### src/rtl/data_sync_mc.sv
// data_sync_mc: multi-channel enable-qualified CDC capture with round-robin merge into one valid/ready stream
//
// Ports:
//   CLK          destination clock
//   RST          asynchronous active-low reset
//   bus_enable   per-channel unsynchronized enable (level) or toggle
//   unsync_bus   per-channel data, channel c at [c*BUS_WIDTH +: BUS_WIDTH]
//   sync_bus     per-channel captured data, same packing
//   enable_pulse one-cycle capture strobe per channel
//   out_valid    merged stream word valid
//   out_ch       channel of out_data
//   out_data     merged stream data
//   out_ready    merged stream consumer ready
//   overrun      sticky per-channel overrun flags
//   overrun_clr  clears all overrun flags
//
// Optional feature: define DATA_SYNC_OVERRUN_EN to store overrun flags;
// without it overrun is tied low and overrun_clr is ignored.
module data_sync_mc #(
  parameter int NUM_CH      = 2,
  parameter int NUM_STAGES  = 2,
  parameter int BUS_WIDTH   = 8,
  parameter int TOGGLE_MODE = 0,
  localparam int CH_W       = (NUM_CH > 1) ? $clog2(NUM_CH) : 1
) (
  input  logic                          CLK,
  input  logic                          RST,
  input  logic [NUM_CH-1:0]             bus_enable,
  input  logic [NUM_CH*BUS_WIDTH-1:0]   unsync_bus,
  output logic [NUM_CH*BUS_WIDTH-1:0]   sync_bus,
  output logic [NUM_CH-1:0]             enable_pulse,
  output logic                          out_valid,
  output logic [CH_W-1:0]               out_ch,
  output logic [BUS_WIDTH-1:0]          out_data,
  input  logic                          out_ready,
  output logic [NUM_CH-1:0]             overrun,
  input  logic                          overrun_clr
);
  logic [NUM_STAGES-1:0] r_sync [NUM_CH];
  logic [BUS_WIDTH-1:0]  r_pend_data [NUM_CH];
  logic [NUM_CH-1:0]     r_prev, r_pend;
  logic [CH_W-1:0]       r_ptr, w_grant;
  logic [NUM_CH-1:0]     w_en_s, w_edge, w_take, w_ovr_ev;
  logic                  w_found, w_load;

  always_comb begin
    for (int c = 0; c < NUM_CH; c++) w_en_s[c] = r_sync[c][NUM_STAGES-1];
  end

  assign w_edge = (TOGGLE_MODE != 0) ? (w_en_s ^ r_prev) : (w_en_s & ~r_prev);
  assign w_load = !out_valid || out_ready;

  // Round-robin search starts just after the last granted channel.
  always_comb begin
    w_found = 1'b0;
    w_grant = '0;
    for (int k = 1; k <= NUM_CH; k++) begin
      if (!w_found && r_pend[(int'(r_ptr) + k) % NUM_CH]) begin
        w_found = 1'b1;
        w_grant = CH_W'((int'(r_ptr) + k) % NUM_CH);
      end
    end
  end

  assign w_take   = (w_load && w_found) ? (NUM_CH'(1) << w_grant) : '0;
  // A fresh edge on a channel still holding an ungranted word drops the old word.
  assign w_ovr_ev = w_edge & r_pend & ~w_take;

  always_ff @(posedge CLK or negedge RST) begin
    if (!RST) begin
      for (int c = 0; c < NUM_CH; c++) begin
        r_sync[c]      <= '0;
        r_pend_data[c] <= '0;
      end
      r_prev       <= '0;
      r_pend       <= '0;
      r_ptr        <= CH_W'(NUM_CH - 1);
      sync_bus     <= '0;
      enable_pulse <= '0;
      out_valid    <= 1'b0;
      out_ch       <= '0;
      out_data     <= '0;
    end else begin
      for (int c = 0; c < NUM_CH; c++) begin
        r_sync[c] <= {r_sync[c][NUM_STAGES-2:0], bus_enable[c]};
        if (w_edge[c]) begin
          sync_bus[c*BUS_WIDTH +: BUS_WIDTH] <= unsync_bus[c*BUS_WIDTH +: BUS_WIDTH];
          r_pend_data[c]                     <= unsync_bus[c*BUS_WIDTH +: BUS_WIDTH];
        end
      end
      r_prev       <= w_en_s;
      enable_pulse <= w_edge;
      // A new edge wins over a same-cycle grant clear, so the new word stays pending.
      r_pend       <= (r_pend & ~w_take) | w_edge;
      if (w_load) begin
        out_valid <= w_found;
        if (w_found) begin
          out_ch   <= w_grant;
          out_data <= r_pend_data[w_grant];
          r_ptr    <= w_grant;
        end
      end
    end
  end

`ifdef DATA_SYNC_OVERRUN_EN
  always_ff @(posedge CLK or negedge RST) begin
    if (!RST) overrun <= '0;
    else overrun <= overrun_clr ? '0 : (overrun | w_ovr_ev);
  end
`else
  logic w_unused;
  assign w_unused = overrun_clr | (|w_ovr_ev);
  assign overrun  = '0;
`endif
endmodule

### config.mk
export PLATFORM = sky130hd
export DESIGN_NAME = data_sync_mc
export DESIGN_NICKNAME = d
export VERILOG_FILES = /design/src/rtl/data_sync_mc.sv
export SDC_FILE = /design/constraint.sdc
export NUM_CORES = 1
export LEC_CHECK = 0
export CORE_MARGIN = 2
export CORE_UTILIZATION = 39
export DETAILED_ROUTE_END_ITERATION = 7
export PLACE_DENSITY = 0.86
export SLEW_MARGIN = 20
export SYNTH_ARGS = -nofsm -noshare
export SYNTH_HDL_FRONTEND = slang
export SYNTH_SLANG_ARGS = --single-unit
export TNS_END_PERCENT = 1
### constraint.sdc
create_clock -name CLK -period 1.2 [get_ports CLK]
set_input_delay 0.12 -clock CLK [delete_from_list [all_inputs] [get_ports CLK]]
set_output_delay 0.12 -clock CLK [all_outputs]
set_load 0.05 [all_outputs]
==> results of run 1 <==
-- state kept, by name, summed over array words and instances, names as in the netlist, 2 cells and up --
signal and count:
enable_pulse 2, r_sync 4, out_data 8, r_pend 2
sync_bus 8, r_prev 2, r_pend_data 8
-- path summary, 6_finish.rpt --
kind | end | slack (ps) | cells after the start
max | out_data[7]$_DFFE_PN0N_ | -30 | 3
min | sync_bus[14]$_DFFE_PN0P_ | 220 | 2
max reg2reg | out_data[7]$_DFFE_PN0N_ | -30 | 3
min reg2reg | r_sync[3]$_DFF_PN0_ | 350 | 0
max in group asynchronous | r_sync[2]$_DFF_PN0_ | 400 | 3
min in group CLK | r_sync[0]$_DFF_PN0_ | 230 | 1
-- cells in the mapped netlist --
| cell type | n | share of area, % |
|---|---|---|
| dfrtp_1 | 36 | 65 |
| mux2_2 | 16 | 13 |
| a221o_1 | 8 | 5.8 |
| and3_1 | 8 | 3.6 |
| buf_2 | 4 | 1.4 |
| a22o_1 | 2 | 1.3 |
| buf_4 | 2 | 1.1 |
| nand2_1 | 2 | 0.54 |
| nand2b_1 | 2 | 0.90 |
| nor2b_1 | 2 | 0.90 |
| a21boi_2 | 1 | 0.81 |
| a21o_2 | 1 | 0.63 |
| and3_4 | 1 | 0.81 |
| buf_6 | 1 | 0.81 |
| conb_1 | 1 | 0.27 |
| dfstp_2 | 1 | 1.9 |
| inv_1 | 1 | 0.27 |
| nor2_1 | 1 | 0.27 |
| o21ai_2 | 1 | 0.63 |
| o21bai_1 | 1 | 0.54 |
-- stage by stage --
step	hold WS, ps	total power, mW	setup slack [ps]	util (%)	TNS (ps)
after floorplan	-175.6	3.244	-120.9	-	-967.4
after global placement	25.81	4.574	-166.9	65.63	-1348
after detailed placement	32.31	4.664	-217.3	65.63	-1716
after CTS	208.2	5.302	-45.36	67.59	-244.7
after global routing	208.6	5.508	-87.08	68.14	-628.9
final	217.5	5.288	-29.20	68.14	-149.3
-- per-layer routing --
layer	track usage [%]	vias up	share of wire, %
met3	5.106	7	6.6
met5	0	-	0
met2	28.68	42	51
li1	-	442	-
met4	5.163	0	1.8
met1	21.76	501	41
-- layout by cell type, fill, tap and decap left out, types with 3 or more instances in the layout --
cell type	synthesis	final
clkbuf_4	0	5
mux2_2	16	16
and3_1	8	7
a221o_1	8	8
clkbuf_1	0	3
dfrtp_1	36	34
buf_12	0	28
clkdlybuf4s50_1	0	19
buf_4	2	5
-- area by class of cell --
type,instances,area share [%]
Multi-Input combinational cell,48,19.23
Clock buffer,8,2.113
Sequential cell,37,40.25
Inverter,1,0.1625
Timing Repair Buffer,56,35.75
Tap cell,46,2.492
-- power by group through the flow --
stage               clock network (mW)  registers, mW  logic (mW)
finish                           0.602           1.98        2.71
global route                     0.662           2.02        2.83
CTS                              0.615           1.98        2.71
detailed placement                   0           1.98        2.69
global placement                     0           1.96        2.62
floorplan                            0           2.62       0.626
-- repair_timing --
action                                  in CTS  in global routing
pin swaps                                    2                  0
endpoints found under the setup margin       9                 24
resized for setup                            1                  6
hold endpoints to repair                    14                  0
hold buffers                                 1                  0
-- cell families (layout without fill, tap and decap cells) --
group	count (synthesis)	count (layout)
other	1	2
multiplexers	16	16
AND/OR/NAND/NOR	16	16
buffers and inverters	8	65
AO/OA/AOI/OAI	14	14
flip-flops	37	37
==> out/results.tsv, run 1 <==
metric	value	unit
synthAdderAreaFrac	0	%
num_io_pins	52	
placed_area	2225	µm²
vias	992	
clk_pin_slew	100	ps
synthXorXnorAreaFrac	0	%
hold_viol_final	0	
slew_viol_final	0	
switching_share	39.49	%
clock_sinks	37	
critPathArrivalTime	1440	ps
synth_top_family_by_area	multiplexers	
cap_violations	0	
drive_above_1_share	45.33	%
crit_start	r_ptr$_DFFE_PN1N_	
ant_nets	0	
path_max_fanout	10	
area_growth	65.86	%
max_stage_delay	580	ps
syn-cell-area	1393	µm²
cp_slowest_cell	dfstp_2	
die_w	63.76	µm
power_density	2290	nW/µm²
synthMuxAreaShare	12.94	%
root_buffer	clkbuf_4	
post-route-period-util	102.4	%
rows	21	
vias_per_cell	5.061	
layoutNonFillerInstCount	196	
synth_simple_gate_area_share	7.008	%
worstPathRequired	1410	ps
ys_warn_count	0	
syn_avg_cell_area	15.14	µm²
hp-class	input pin to async pin	
place_inst	187	
setup_viol	7	
critPathBufInv	0	
rsz0062_at_grt	yes	
critPathTopFamily	flip-flops	
antenna-diode-count	0	
grt_max_degree	24	
synth_cell_types	20	
p_sw	2.088	mW
start_kind	flop	
path_class	flop to flop	
synth_cells	92	
final_area	2310	µm²
grtUsageTotal	17.23	%
clock_skew	5.546	ps
status	finished, violations left	
nNetsFinal	171	
nFillCells	237	
drtPass1Iterations	2	
post-cts-setup-buffers	0	
p_int	3.200	mW
critPathCaptureType	flop	
violations	setup timing	
dieArea	4065	µm²
leakagePower	1.039	nW
clk_latency	320	ps
fp.dieH	63.76	µm
io_buffers	48	
regArea	929.6	µm²
multi_input_area	444.2	µm²
seq_area_frac_synth	66.58	%
gp_congestion	0.7846	
grt_pass1_wl	5361	µm
ir_drop	1190	µV
sequentialPowerShare	37.4	%
overflow	0	
drt_wl_total	3164	µm
finalWorstSetupSlack	-29.20	ps
ys_seq_elements	37	
cts.path.max_buffers	2	
numCtsBuffers	5	
drt_iter0_drc	15	
grt_pass1_vias	1064	
coreArea	3390	µm²
synth_compound_area_share	9.614	%
r2r-start	r_ptr$_DFFE_PN1N_	
wl_per_cell	16.14	µm
pwr-share-comb	51.2	%
min_period	1229	ps
cts_tree	done	
clkPwrFrac	11.4	%
antenna_found_initial	0	
clock.fmax	813.5	MHz
htree_levels	2	
path_cells	a21boi_4 -> and3_1 -> a221o_1	
dpl.hpwl	2442	µm
post-route-drc-count	0	
start_util	41.09	%
(Power assumes the default switching activity.)
==> run 2: changes to the inputs <==
- CORE_ASPECT_RATIO: not set -> 0.9
==> out/results.tsv, run 2 (synthesis results as in run 1) <==
metric	value	unit	change
drtPass1Iterations	4		was 2
grtUsageTotal	18.50	%	was 17.23%
drt_iter0_drc	16		was 15
hp-class	input pin to async pin		unchanged
mostFrequentLayoutCell	dfrtp_1		unchanged
finalSetupTns	-191.4	ps	was -149.3 ps
leakagePower	1.047	nW	was 1.039 nW
antenna_found_initial	0		unchanged
critPathBufInv	0		unchanged
post-cts-setup-buffers	0		unchanged
final_area	2342	µm²	was 2310 µm²
clock_skew	3.889	ps	was 5.546 ps
root_buffer	clkbuf_8		was clkbuf_4
grt_pass1_vias	1061		was 1064
num_io_pins	52		unchanged
ant_nets	0		unchanged
coreArea	3403	µm²	was 3390 µm²
layout_common_cells	34 x dfrtp_1, 29 x buf_12, 19 x clkdlybuf4s50_1, 16 x mux2_2, 8 x a221o_1		was 34 x dfrtp_1, 28 x buf_12, 19 x clkdlybuf4s50_1, 16 x mux2_2, 8 x a221o_1
htree_levels	2		unchanged
reg_top3	out_data (8), r_pend_data (8), sync_bus (8)		unchanged
dpl_worst_slack	-217.2	ps	was -217.3 ps
die_w	66.99	µm	was 63.76 µm
clock.fmax	809.3	MHz	was 813.5 MHz
totalPowerFinal	5.475	mW	was 5.288 mW
numCtsBuffers	5		unchanged
post-route-period-util	103.0	%	was 102.4%
violations	setup timing		unchanged
hold_viol_final	0		unchanged
dieArea	4065	µm²	about the same
io_buffers	48		unchanged
cts_tree	done		unchanged
fp.dieH	60.69	µm	was 63.76 µm
post-route-drc-count	0		unchanged
finalWorstSetupSlack	-35.57	ps	was -29.20 ps
place_inst	184		was 187
grt_max_degree	24		unchanged
layoutNonFillerInstCount	193		was 196
vias_per_cell	4.927		was 5.061
hold_slack	274.0	ps	was 217.5 ps
path_class	flop to flop		unchanged
grt_pass1_wl	5347	µm	was 5361 µm
vias	951		was 992
nNetsFinal	170		was 171
rsz0062_at_grt	yes		unchanged
critPathCaptureType	flop		unchanged
antenna-diode-count	0		unchanged
rows	20		was 21
min_period	1236	ps	was 1229 ps
overflow	0		unchanged
critPathArrivalTime	1400	ps	was 1440 ps
cts.path.max_buffers	2		unchanged
drive_above_1_share	44.97	%	was 45.33%
cap_violations	0		unchanged
dpl.hpwl	2331	µm	was 2442 µm
placed_area	2227	µm²	was 2225 µm²
wl_per_cell	16.11	µm	was 16.14 µm
path_cells	a21boi_4 -> and3_4 -> a221o_1		was a21boi_4 -> and3_1 -> a221o_1
gp_congestion	0.7867		was 0.7846
path_max_fanout	11		was 10
clk_pin_slew	70	ps	was 100 ps
start_util	40.92	%	was 41.09%
max_stage_delay	570	ps	was 580 ps
final_util	68.82	%	was 68.14%
setup_viol	8		was 7
status	finished, violations left		unchanged
critPathTopFamily	flip-flops		unchanged
power_density	2337	nW/µm²	was 2290 nW/µm²
drt_wl_total	3110	µm	was 3164 µm
clock_sinks	37		unchanged
start_kind	flop		unchanged
ir_drop	1118	µV	was 1190 µV
clk_latency	290	ps	was 320 ps
worstPathRequired	1370	ps	was 1410 ps
area_growth	68.19	%	was 65.86%
slew_viol_final	0		unchanged
cp_slowest_cell	dfstp_2		unchanged
==> run 2: changes by cell type in the layout (fill, tap and decap cells not counted), sizes merged <==
cell  change
buf       -1
==> run 2: cell type report <==
| class | count | area (µm²) |
|---|---|---|
| flip-flops and latches | 37 | 929.6 |
| repair buffers | 55 | 827.0 |
| inverters | 1 | 3.754 |
| multi-input cells | 48 | 446.7 |
| fillers | 253 | 1061 |
| well taps | 44 | 55.05 |
| clock buffers | 8 | 80.08 |
==> run 2: power by group <==
part           internal [mW]  total (mW)  leakage, nW  switching [mW]
logic                   1.38        2.69        0.573            1.31
registers               1.57        1.98        0.435           0.407
clock network          0.412       0.806       0.0395           0.394
total                   3.36        5.47         1.05            2.11
==> run 2: what timing repair did <==
action                     in CTS  in global routing
hold buffers                    1                  0
hold endpoints to repair       14                  0
pin swaps                       3                  2
setup endpoints to repair       9                 20
resized for setup               2                  4
==> run 2: path summary, 6_finish.rpt <==
| path | start | endpoint | slack, ps | cells after the start |
|---|---|---|---|---|
| setup / recovery | r_ptr$_DFFE_PN1N_ | out_data[5]$_DFFE_PN0N_ | -40 | 3 |
| hold / removal | RST | r_pend_data[10]$_DFFE_PN0P_ | 270 | 2 |
| setup reg to reg | r_ptr$_DFFE_PN1N_ | out_data[5]$_DFFE_PN0N_ | -40 | 3 |
| hold reg to reg | r_sync[0]$_DFF_PN0_ | r_sync[1]$_DFF_PN0_ | 360 | 0 |
| max in group asynchronous | RST | r_ptr$_DFFE_PN1N_ | 410 | 3 |
| min in group CLK | bus_enable[0] | r_sync[2]$_DFF_PN0_ | 280 | 1 |
==> run 2: per-layer routing <==
layer,track usage [%],share of wire [%],vias to the layer above
met5,0,0,-
met4,4.373,0.90,0
met3,7.792,7.5,5
met2,29.00,48,37
met1,24.32,43,470
li1,-,-,439
